<file path="src/rtl/glyph_scan_ctrl.sv">
// Scan sequencer for a 16x16 glyph ROM driving a multiplexed LED matrix:
// serialises each row into a column shift/latch driver, then lights that row.
module glyph_scan_ctrl #(
  parameter int DWELL       = 1000,
  parameter int HOLD_FRAMES = 60
) (
  input  logic        clk,
  input  logic        rst,
  input  logic        enable,
  input  logic        auto,
  input  logic [1:0]  sel_in,
  input  logic        pixel,
  output logic [3:0]  row,
  output logic [3:0]  col,
  output logic [1:0]  select,
  output logic        led_sdi,
  output logic        led_sclk,
  output logic        led_latch,
  output logic [15:0] row_en,
  output logic        frame_done,
  output logic        busy
);

  localparam int DW = (DWELL > 1) ? $clog2(DWELL) : 1;
  localparam int HW = (HOLD_FRAMES > 1) ? $clog2(HOLD_FRAMES) : 1;

  typedef enum logic [1:0] {IDLE, SHIFT, LATCH, DISPLAY} state_t;

  state_t        state, state_d;
  logic          phase, phase_d;
  logic [DW-1:0] dcnt, dcnt_d;
  logic [HW-1:0] fcnt, fcnt_d;
  logic [3:0]    row_d, col_d;
  logic [1:0]    select_d;
  logic          sdi_d, sclk_d, latch_d, fd_d, busy_d;
  logic [15:0]   row_en_d;

  always_comb begin
    state_d  = state;
    phase_d  = phase;
    dcnt_d   = dcnt;
    fcnt_d   = fcnt;
    row_d    = row;
    col_d    = col;
    select_d = select;
    sdi_d    = led_sdi;
    sclk_d   = led_sclk;
    latch_d  = 1'b0;
    fd_d     = 1'b0;
    row_en_d = row_en;

    case (state)
      IDLE: begin
        sclk_d   = 1'b0;
        row_en_d = '0;
        if (enable) begin
          state_d  = SHIFT;
          phase_d  = 1'b0;
          row_d    = '0;
          col_d    = '0;
          select_d = auto ? 2'd1 : sel_in;
          fcnt_d   = '0;
        end
      end
      SHIFT: begin
        if (!phase) begin
          // ROM answers combinationally, so capture it as sclk rises
          sdi_d   = pixel;
          sclk_d  = 1'b1;
          phase_d = 1'b1;
        end else begin
          sclk_d  = 1'b0;
          phase_d = 1'b0;
          if (col == 4'd15) begin
            col_d   = '0;
            state_d = LATCH;
            latch_d = 1'b1;
          end else begin
            col_d = col + 4'd1;
          end
        end
      end
      LATCH: begin
        row_en_d = 16'd1 << row;
        state_d  = DISPLAY;
        dcnt_d   = '0;
      end
      DISPLAY: begin
        if (dcnt == DW'(DWELL - 1)) begin
          row_en_d = '0;
          state_d  = SHIFT;
          phase_d  = 1'b0;
          if (row == 4'd15) begin
            row_d = '0;
            fd_d  = 1'b1;
            // glyph choice only moves on frame boundaries
            if (auto) begin
              if (fcnt == HW'(HOLD_FRAMES - 1)) begin
                select_d = (select == 2'd1) ? 2'd2 : 2'd1;
                fcnt_d   = '0;
              end else begin
                fcnt_d = fcnt + HW'(1);
              end
            end else begin
              select_d = sel_in;
              fcnt_d   = '0;
            end
          end else begin
            row_d = row + 4'd1;
          end
        end else begin
          dcnt_d = dcnt + DW'(1);
        end
      end
      default: state_d = IDLE;
    endcase

    // dropping enable blanks everything next edge but keeps the glyph choice
    if (!enable) begin
      state_d  = IDLE;
      phase_d  = 1'b0;
      dcnt_d   = '0;
      row_d    = '0;
      col_d    = '0;
      sdi_d    = 1'b0;
      sclk_d   = 1'b0;
      latch_d  = 1'b0;
      fd_d     = 1'b0;
      row_en_d = '0;
    end

    busy_d = (state_d != IDLE);
  end

  always_ff @(posedge clk or posedge rst) begin
    if (rst) begin
      state      <= IDLE;
      phase      <= 1'b0;
      dcnt       <= '0;
      fcnt       <= '0;
      row        <= '0;
      col        <= '0;
      select     <= '0;
      led_sdi    <= 1'b0;
      led_sclk   <= 1'b0;
      led_latch  <= 1'b0;
      row_en     <= '0;
      frame_done <= 1'b0;
      busy       <= 1'b0;
    end else begin
      state      <= state_d;
      phase      <= phase_d;
      dcnt       <= dcnt_d;
      fcnt       <= fcnt_d;
      row        <= row_d;
      col        <= col_d;
      select     <= select_d;
      led_sdi    <= sdi_d;
      led_sclk   <= sclk_d;
      led_latch  <= latch_d;
      row_en     <= row_en_d;
      frame_done <= fd_d;
      busy       <= busy_d;
    end
  end

endmodule
</file>
<file path="config.mk">
export PLATFORM = sky130hd
export DESIGN_NAME = glyph_scan_ctrl
export DESIGN_NICKNAME = d
export VERILOG_FILES = /design/src/rtl/glyph_scan_ctrl.sv
export SDC_FILE = /design/constraint.sdc
export NUM_CORES = 1
export LEC_CHECK = 0
export BUFFER_PORTS_ARGS = -buffer_cell sky130_fd_sc_hd__buf_2
export CAP_MARGIN = 20
export CORE_MARGIN = 4
export CORE_UTILIZATION = 24
export DETAILED_ROUTE_END_ITERATION = 7
export GPL_TIMING_DRIVEN = 0
export PLACE_DENSITY = 0.51
export SETUP_SLACK_MARGIN = 0.05
export SYNTH_ARGS = -nofsm -noshare
export SYNTH_HDL_FRONTEND = slang
export SYNTH_SLANG_ARGS = --single-unit
</file>
<file path="constraint.sdc">
create_clock -name clk -period 3.3 [get_ports clk]
set_input_delay 0.66 -clock clk [delete_from_list [all_inputs] [get_ports clk]]
set_output_delay 0.66 -clock clk [all_outputs]
set_load 0.05 [all_outputs]
</file>
# Yosys cells after proc, flatten, opt, wreduce, memory -nomap -nowiden
# Index checks and enable logic that the tools add are counted.
[op_classes]
multipliers = 0
reduce_logical = 11
div = 0
n_bitwise = 0
n_mux = 50
eq_ne = 22
shifts = 1
order_cmp = 0
add_sub_neg = 4
[op_table]
columns = ["operator", "count"]
rows = [
  ["16-bit case mux with 3 select lines", 1],
  ["16-bit 2-to-1 mux", 2],
  ["6-bit 2-to-1 mux", 5],
  ["4-bit 2-to-1 mux", 6],
  ["2-bit 2-to-1 mux", 11],
  ["10-bit 2-to-1 mux", 2],
  ["10-bit case mux with 2 select lines", 1],
  ["4-bit case mux with 2 select lines", 2],
  ["1-bit by 4-bit << shifter with 16-bit output, first input constant", 1],
  ["1-bit 2-to-1 mux", 15],
  ["3-bit inequality test, second input constant", 4],
  ["6-bit case mux with 2 select lines", 1],
  ["2-bit AND reduction", 6],
  ["10-bit by 1-bit adder with 10-bit output, second input constant", 1],
  ["10-bit equality test, second input constant", 1],
  ["3-bit by 1-bit inequality test with 1-bit output, second input constant", 3],
  ["4-bit by 1-bit adder with 4-bit output, second input constant", 2],
  ["4-bit equality test, second input constant", 2],
  ["2-bit inequality test, second input constant", 4],
  ["4-bit by 1-bit inequality test with 1-bit output, second input constant", 2],
  ["2-bit case mux with 4 select lines", 1],
  ["6-bit by 1-bit adder with 6-bit output, second input constant", 1],
  ["6-bit equality test, second input constant", 1],
  ["5-bit AND reduction", 1],
  ["9 further kinds", 12],
]
[totals]
output_inout_bits = 31
latch_bits = 0
ramBits = 0
mem_bits_ro = 0
inputBits = 7
n_memories = 0
ff_bits = 50

# Longest topological paths before layout
# Gate-level depths: netlist of the first run.
[logic_depth]
ltp_word = 7
depth_mapped = 6
ltp_nobuf = 6

# Worst setup path after synthesis of the first run
# No wires, ideal clock.
[synth_timing]
kind = "register -> register"
startpoint = "register row[0]"
endpoint = "register fcnt[0]"
setup_time_ps = 64
slack_ps = 1178
arrival_time_ps = 2058
stages_incl_launch_ff = 7
path_cell_list = "dfrtp_1 -> ha_1 -> nand3_1 -> a2bb2oi_1 -> or2_2 -> nor4_1 -> a21o_1"
[synth_between]
elab_chain_len = 3
[synth_rtl]
columns = ["item", "line", "text"]
rows = [
  ["start, declared", "13", "output logic [3:0] row,"],
  ["start signal, assigned", "155", "row <= row_d;"],
  ["4-bit equality test", "93", "if (row == 4'd15) begin"],
  ["2-bit inequality test (no line)", "-", ""],
  ["4-bit AND reduction (no line)", "-", ""],
  ["end signal, assigned", "154", "fcnt <= fcnt_d;"],
  ["end, declared", "32", "logic [HW-1:0] fcnt, fcnt_d;"],
]
# No other way between the ends.
# A chain may end at the register's enable or synchronous reset.

# Worst setup path in the final report of the first run
[layout_timing]
startpoint = "register dcnt[0]"
endpoint = "register row_en[6]"
[layout_between]
elab_chain_len = 3
[layout_rtl]
columns = ["item", "line", "text"]
rows = [
  ["start, declared", "31", "logic [DW-1:0] dcnt, dcnt_d;"],
  ["start signal, assigned", "153", "dcnt <= dcnt_d;"],
  ["10-bit equality test", "89", "if (dcnt == DW'(DWELL - 1)) begin"],
  ["3-bit inequality test (no line)", "-", ""],
  ["2-bit AND reduction (no line)", "-", ""],
  ["end signal, assigned", "161", "row_en <= row_en_d;"],
  ["end, declared", "19", "output logic [15:0] row_en,"],
]
# No other way between the ends.

==> results of run 1 <==
-- stage by stage --
stage	total power (W)	hold slack, ns
5_1_grt	0.00117	0.392
6_report	0.00112	0.365
4_1_cts	0.00114	0.375
3_3_place_gp	0.000717	0.486
2_1_floorplan	0.000694	0.473
3_5_place_dp	0.000721	0.490
-- flip-flops by register name, indices dropped and copies added (netlist names), 2 cells and up --
name / flops
col: 4
dcnt: 10
fcnt: 6
row: 4
row_en: 16
select: 2
state: 2
-- how the worst max path moves through the flow --
stage             from   endpoint  slack (ns)
5_1_grt        dcnt[0]  select[0]        0.90
4_1_cts        dcnt[0]  select[0]        1.08
3_3_place_gp       rst    led_sdi        0.62
3_5_place_dp    enable     row[3]        1.07
6_report       dcnt[0]  row_en[6]        1.10
2_1_floorplan   row[0]    fcnt[0]        1.18
-- layer usage --
layer	part of all wire	global-route usage	wire (µm)	vias to the layer above
li1	-	-	-	967
met1	0.48	0.126	2690	935
met2	0.46	0.163	2580	34
met3	0.044	0.0241	251	9
met4	0.022	0.0392	125	0
met5	0	0	0	-
-- worst max-delay path: cells and delay by family, from the launching register on --
family	cells	cell delay [ns]
and+or+nand+nor	2	0.70
AOI/OAI and AO/OA	2	0.48
DFF	1	0.43
adders and majority gates	1	0.27
buffers and inverters	1	0.20
-- layout make-up --
class                   count  area (µm²)  share of cell area
plain buffers              10        50.0              0.0168
well taps                 133         166              0.0559
flip-flops and latches     50        1250               0.420
multi-input cells         172        1160               0.390
clock buffers               8         110              0.0370
inverters                   9        33.8              0.0113
repair buffers             38         205              0.0689
-- power by group through the flow --
stage          Sequential (W)  Clock [W]  Combinational, W
6_report             0.000624   0.000410         0.0000830
5_1_grt              0.000625   0.000454         0.0000917
4_1_cts              0.000624   0.000430         0.0000854
3_5_place_dp         0.000636          0         0.0000850
3_3_place_gp         0.000636          0         0.0000815
2_1_floorplan        0.000655          0         0.0000386
-- logic make-up after synthesis --
kind of cell / count (synthesis) / synth area share
xor+xnor: 5 / 0.0176
mux: 3 / 0.0130
compound gates: 69 / 0.196
simple gates: 86 / 0.193
buf+inv: 19 / 0.0336
fa+ha+maj: 9 / 0.0451
flops: 50 / 0.502
-- cell usage in the layout (no fill, tap or decap), types with 9 or more instances in the layout --
master,instances
a21oi_1,9
a22o_1,18
buf_2,38
dfrtp_1,50
ha_1,9
nand2_1,20
nand3_1,13
nor2_1,10
nor2b_1,9
o21ai_0,13
==> impl_metrics.yaml, run 1 <==
outcome:
  outcome: "completed"
power_and_ir_drop:
  internal-power_w: 0.000853
  p_leak_nw: 1.39
  p_seq_frac: 0.558
  p_comb_frac: 0.074
  switching_power_w: 0.000264
  vdd_drop_max_v: 0.000125
  swShare: 0.236
  clock_power_share: 0.367
  p_per_area_nw_per_um2: 375
routing:
  antenna_left: 0
  drcViolationCount: 0
  vias: 1945
  wl_um: 5650
  drtPass1Iterations: 4
  wl_per_cell_um: 13.4
  via_per_inst: 4.63
  dr.first_iter.drc_count: 147
critical_path:
  reg2reg_setup_slack_ns: 1.10
  cp_max_fo: 10
  reg2regPathDepth: 6
  arrival_ns: 2.39
  crit_slowest_cell: "nor4_4"
  end_kind: "flip-flop"
  regToRegStartpoint: "dcnt[0]"
  worstPathRequired_ns: 3.49
  path_cells: "ha_1 -> nand2_1 -> nor4_4 -> a21oi_2 -> buf_6 -> a22o_1"
  path_class: "reg -> reg"
  critPathMaxStageDelay_ns: 0.57
  r2r-end: "row_en[6]"
  critPathLaunchType: "flip-flop"
synth:
  async_flop_share: 1.00
  synth.area.top_cells: "dfrtp_1 50%, a22o_1 6.3%, ha_1 4.5%"
  synth_ff_type: "dfrtp_1"
  synth_area_per_cell_um2: 10.4
  yosysTopAreaCellShare: 0.502
  synth_area_um2: 2490
  synth.yosys.seq_area_share: 0.502
  synth_top_area_cell: "dfrtp_1"
  yosysWarningCount: 0
  synth_edf_count: 0
  synth_nets: 257
  ys_types: 43
  synth_cells: 241
  synthMostInstantiatedCell: "dfrtp_1"
  synth_seq_cells: 50
  synthTopCellsByCount: "50 x dfrtp_1, 20 x nand2_1, 18 x a22o_1"
clocking:
  post-cts-setup-buffers: 0
  htreeDepth: 2
  clockBufferDepth: 2
  root_buffer: "clkbuf_8"
  cts_resized: 0
  numCtsBuffers: 5
  cts_sinks: 50
  cts_tree: "built"
  path_clk_slew_ns: 0.09
  clk-insertion-delay-late_ns: 0.30
  hold_buffers: 0
floorplan:
  dieWidth_um: 110
  fp.dieArea_um2: 12100
  fp.coreArea_um2: 9950
  rows: 36
  pin_count: 38
  fp.dieH_um: 110
  start_util: 0.251
timing:
  worst_pin_slew_ns: 0.640
  worst_slack_ns: 1.10
  fin_setup_tns_ns: 0
  finalCritPeriodShare: 0.666
  final-hold-violation-count: 0
  rsz0062_at_grt: "false"
  setup_violations: 0
  fmax_mhz: 455
  slew_viol_final: 0
  slew_headroom: 0.570
  fin_crit_ns: 2.20
  finalClockSkew_ns: 0.00688
place:
  placedCellCount: 412
  port_buffers: 37
  dp_hpwl_um: 4190
  place_area_um2: 2870
  post-place-ws_ns: 1.07
  gp_congestion: 0.770
finish:
  num_antenna_cells: 0
  final_cells: 420
  area_delta_synth_final_pct: 19.3
  final_cell_area_um2: 2980
  drive_gt1_frac: 0.209
  fill_cells: 1035
  nets: 302
  post-route-util: 0.299
global_routing:
  first_global_vias: 1962
  overflow: 0
  grt_max_degree: 32
  grt_pass1_wl_um: 9580
  antenna_found_initial: 0
  track_usage: 0.0998
job:
  maxCapViolCount: 0
min_path:
  hp-class: "in -> async"
(Power assumes the default switching activity.)
==> inputs of run 2 (changes only) <==
clock period = 2.3 ns   (was 3.3 ns; I/O delays follow)
==> run 2 against run 1 <==
Compared with the run above:
- die area unchanged
- critical path depth decreased by 1
- clock-buffer cell count unchanged
- core utilization increased by 0.23 points
- combinational power increased by 43%
- critical endpoint is now select[0]
- highest routed layer unchanged
==> impl_metrics.yaml, run 2 (synthesized netlist as in run 1, its figures left out) <==
clocking:
  htreeDepth: 2
  numCtsBuffers: 5
  clockBufferDepth: 2
  hold_buffers: 0
  cts_tree: "built"
  cts_sinks: 50
  cts_resized: 0
  post-cts-setup-buffers: 0
  path_clk_slew_ns: 0.09
  clk-insertion-delay-late_ns: 0.30
  root_buffer: "clkbuf_8"
routing:
  wl_um: 5700
  met1Wirelength_um: 2730
  met3WireLength_um: 250
  wl_per_cell_um: 13.5
  drtPass1Iterations: 4
  dr.first_iter.drc_count: 115
  highest_layer: "met4"
  via_per_inst: 4.67
  wl_met2_um: 2600
  antenna_left: 0
  vias: 1975
  drcViolationCount: 0
power_and_ir_drop:
  p_leak_nw: 1.41
  finalPower_w: 0.00160
  vdd_drop_max_v: 0.000179
  p_per_area_nw_per_um2: 535
global_routing:
  grt_max_degree: 32
  first_global_vias: 1962
  antenna_found_initial: 0
  overflow: 0
  grt_pass1_wl_um: 9580
  track_usage: 0.0998
finish:
  num_antenna_cells: 0
  layout_common_cells: "50 x dfrtp_1, 38 x buf_2, 20 x nand2_1"
  nets: 305
  fill_cells: 1035
  drive_gt1_frac: 0.217
  area_delta_synth_final_pct: 20.2
  final_cell_area_um2: 3000
  largest_reg_flops: 16
  final_common_cell: "dfrtp_1"
  top_register: "row_en"
  reg_top3: "row_en (16), dcnt (10), fcnt (6)"
outcome:
  outcome: "completed"
critical_path:
  cp_max_fo: 8
  path_class: "reg -> reg"
  critPathLaunchType: "flip-flop"
  worstPathRequired_ns: 2.49
  end_kind: "flip-flop"
  arrival_ns: 2.27
floorplan:
  fp.dieH_um: 110
  pin_count: 38
  fp.coreArea_um2: 9950
  fp.dieArea_um2: 12100
  dieWidth_um: 110
  start_util: 0.251
  rows: 36
timing:
  finalCritPeriodShare: 0.903
  worst_slack_ns: 0.223
  fin_setup_tns_ns: 0
  final-hold-violation-count: 0
  worst_pin_slew_ns: 0.631
  finalClockSkew_ns: 0.00677
  fmax_mhz: 482
  setup_violations: 0
  slew_viol_final: 0
  fin_crit_ns: 2.08
  rsz0062_at_grt: "false"
  slew_headroom: 0.578
place:
  port_buffers: 37
  post-place-ws_ns: 0.0944
  gp_congestion: 0.770
  place_area_um2: 2870
  dp_hpwl_um: 4190
min_path:
  hp-class: "in -> async"
job:
  maxCapViolCount: 0
[run 2: cell types whose count changed in the layout (fill, tap and decap cells not counted), sizes merged]
cell and change:
buf +3
[run 2: layout make-up]
class,count,area (µm²),share of cell area
plain buffers,10,50.0,0.0167
clock buffers,8,110,0.0367
inverters,9,33.8,0.0113
multi-input cells,172,1160,0.387
flip-flops and latches,50,1250,0.417
well taps,133,166,0.0555
repair buffers,41,228,0.0759
[run 2: layer usage]
layer  vias up  GRT usage
li1        976          -
met1       956      0.126
met2        34      0.163
met3         9     0.0241
met4         0     0.0392
met5         -          0
[run 2: critical path: stages, from the launching register on]
cell and delay (ns):
dfrtp_1 0.49, ha_1 0.30, nand3_1 0.16, a2bb2oi_1 0.55
nor2_4 0.13, mux2_1 0.34
[run 2: worst paths after layout]
path	startpoint	slack [ns]	end	cells after the start
min in group clk	pixel	0.42	led_sdi	3
worst min-delay path	rst	0.17	fcnt[0]	2
worst max register to register	row[0]	0.22	select[0]	5
worst min register to register	row_en[2]	0.50	row_en[2]	1
max in group asynchronous	rst	1.61	row[3]	3
worst max-delay path	row[0]	0.22	select[0]	5
[run 2: power by group]
group	switching, W	internal [W]	leakage, nW
sequential	0.00000703	0.000888	0.687
clock	0.000286	0.000304	0.0575
combinational	0.0000870	0.0000322	0.662
total	0.000380	0.00122	1.41
[run 2: per-stage QoR]
| stage | hold slack [ns] | cells | util |
|---|---|---|---|
| 2_1_floorplan | 0.473 | 241 | - |
| 3_3_place_gp | 0.486 | 411 | 0.286 |
| 3_5_place_dp | 0.490 | 412 | 0.288 |
| 4_1_cts | 0.175 | 420 | 0.299 |
| 5_1_grt | 0.192 | 423 | 0.301 |
| 6_report | 0.165 | 423 | 0.301 |
==> inputs of run 3 (changes only) <==
GPL_ROUTABILITY_DRIVEN = 0   (was not set)
PLACE_DENSITY = 0.53   (was 0.51)
clock period = 1.7 ns   (was 2.3 ns; I/O delays follow)
==> run 3 against run 2 <==
Compared with the run above:
- non-clock buffer count grew 14
- largest cell class is now multi-input combinational cells
- largest power group unchanged
- first-iteration DRC count shrank 8.7%
- combinational power grew 50%
- critical endpoint unchanged
==> impl_metrics.yaml, run 3 (synthesized netlist as in run 1, its figures left out) <==
critical_path:
  arrival_ns: 1.85
  critPathLaunchType: "flip-flop"
  r2r-end: "select[0]"
  cp_max_fo: 6
  path_class: "reg -> reg"
  worstPathRequired_ns: 1.89
  reg2reg_setup_slack_ns: 0.04
  regToRegStartpoint: "dcnt[6]"
  end_kind: "flip-flop"
  reg2regPathDepth: 7
power_and_ir_drop:
  clock_power_share: 0.383
  p_comb_frac: 0.079
  p_leak_nw: 1.54
  p_per_area_nw_per_um2: 672
  internal-power_w: 0.00170
  vdd_drop_max_v: 0.000423
  switching_power_w: 0.000551
  p_seq_frac: 0.537
  finalPower_w: 0.00225
  swShare: 0.244
floorplan:
  start_util: 0.251
  dieWidth_um: 110
  fp.coreArea_um2: 9950
  rows: 36
  fp.dieArea_um2: 12100
  pin_count: 38
  fp.dieH_um: 110
global_routing:
  antenna_found_initial: 0
  grt_max_degree: 30
  grt_pass1_wl_um: 9770
  overflow: 0
  track_usage: 0.101
  first_global_vias: 2004
finish:
  final_common_cell: "dfrtp_1"
  layout_common_cells: "43 x dfrtp_1, 39 x buf_2, 18 x nand2_1, 18 x a22o_1, 16 x buf_4"
  area_delta_synth_final_pct: 34.5
  largest_reg_flops: 16
  num_antenna_cells: 0
  top_register: "row_en"
  final_cells: 437
  fill_cells: 986
  nets: 319
  post-route-util: 0.337
  drive_gt1_frac: 0.362
  reg_top3: "row_en (16), dcnt (10), fcnt (6)"
clocking:
  root_buffer: "clkbuf_8"
  clockBufferDepth: 2
  path_clk_slew_ns: 0.10
  cts_sinks: 50
  numCtsBuffers: 5
  clk-insertion-delay-late_ns: 0.31
  htreeDepth: 2
  cts_tree: "built"
place:
  placedCellCount: 412
  port_buffers: 37
  dp_hpwl_um: 4280
routing:
  antenna_left: 0
  dr.first_iter.drc_count: 105
  drtPass1Iterations: 5
  wl_per_cell_um: 13.6
  vias: 1999
  drcViolationCount: 0
  wl_um: 5940
  via_per_inst: 4.57
timing:
  setup_violations: 0
  final-hold-violation-count: 0
  rsz0062_at_grt: "true"
  slew_headroom: 0.605
  finalCritPeriodShare: 0.976
  fin_crit_ns: 1.66
  fmax_mhz: 603
  fin_setup_tns_ns: 0
  slew_viol_final: 0
  worst_pin_slew_ns: 0.591
  finalClockSkew_ns: 0.00967
min_path:
  hp-class: "in -> async"
job:
  maxCapViolCount: 0
outcome:
  outcome: "completed"
[run 3: cell types whose count changed in the layout (fill, tap and decap cells not counted), moves of 3 or more]
cell | before | now
a31oi_1 | 7 | 3
a21oi_4 | 0 | 3
buf_4 | 4 | 16
dfrtp_1 | 50 | 43
buf_6 | 1 | 4
clkbuf_8 | 8 | 5
a31oi_4 | 0 | 3
dfrtp_2 | 0 | 7
[run 3: what timing repair did]
action	4_1_cts	5_1_grt
resized for setup	17	21
setup buffers	11	6
pin swaps	4	8
gates cloned	0	1
hold buffers	0	0
setup endpoints to repair	40	37
[run 3: stage by stage]
stage	worst slack (ns)	cell area, µm²	hold WS, ns
2_1_floorplan	-0.0674	2560	0.473
3_3_place_gp	-0.789	2910	0.486
3_5_place_dp	-0.382	2930	0.395
4_1_cts	0.00177	3210	0.0520
5_1_grt	-0.0534	3350	0.0738
6_report	0.0408	3350	0.0379
[run 3: power by group through the flow]
stage	combinational, W	sequential [W]	clock [W]
after floorplan	0.0000772	0.00127	0
after global placement	0.000161	0.00123	0
after detailed placement	0.000167	0.00123	0
after CTS	0.000178	0.00121	0.000899
after global routing	0.000198	0.00121	0.000948
final	0.000179	0.00121	0.000864
[run 3: area by class of cell]
type                    instances  area, µm²  share of cell area
clock inverters                 3       47.5              0.0142
plain buffers                   9       52.6              0.0157
flip-flops and latches         50       1260               0.376
well taps                     133        166              0.0496
inverters                       9       33.8              0.0101
clock buffers                   5       68.8              0.0205
repair buffers                 56        348               0.104
multi-input cells             172       1380               0.411
[run 3: worst max path at each step]
stage,startpoint,end,cells past startpoint
finish,dcnt[6],select[0],7
global placement,rst,row[1],2
detailed placement,dcnt[0],select[0],6
floorplan,dcnt[0],select[0],6
CTS,dcnt[1],select[0],7
global route,dcnt[6],select[0],7
[run 3: routing by layer]
metal | vias up | GRT usage | share of wire
li1 | 1003 | - | -
met1 | 949 | 0.128 | 0.47
met2 | 41 | 0.173 | 0.47
met3 | 6 | 0.0270 | 0.051
met4 | 0 | 0.0214 | 0.011
met5 | - | 0 | 0
[run 3: worst max-delay path, stage by stage (launching register included)]
cell	delay (ns)
dfrtp_1	0.35
buf_6	0.12
nand4_4	0.10
nor4_4	0.30
buf_4	0.18
a21oi_4	0.05
nor2_4	0.13
mux2_4	0.31
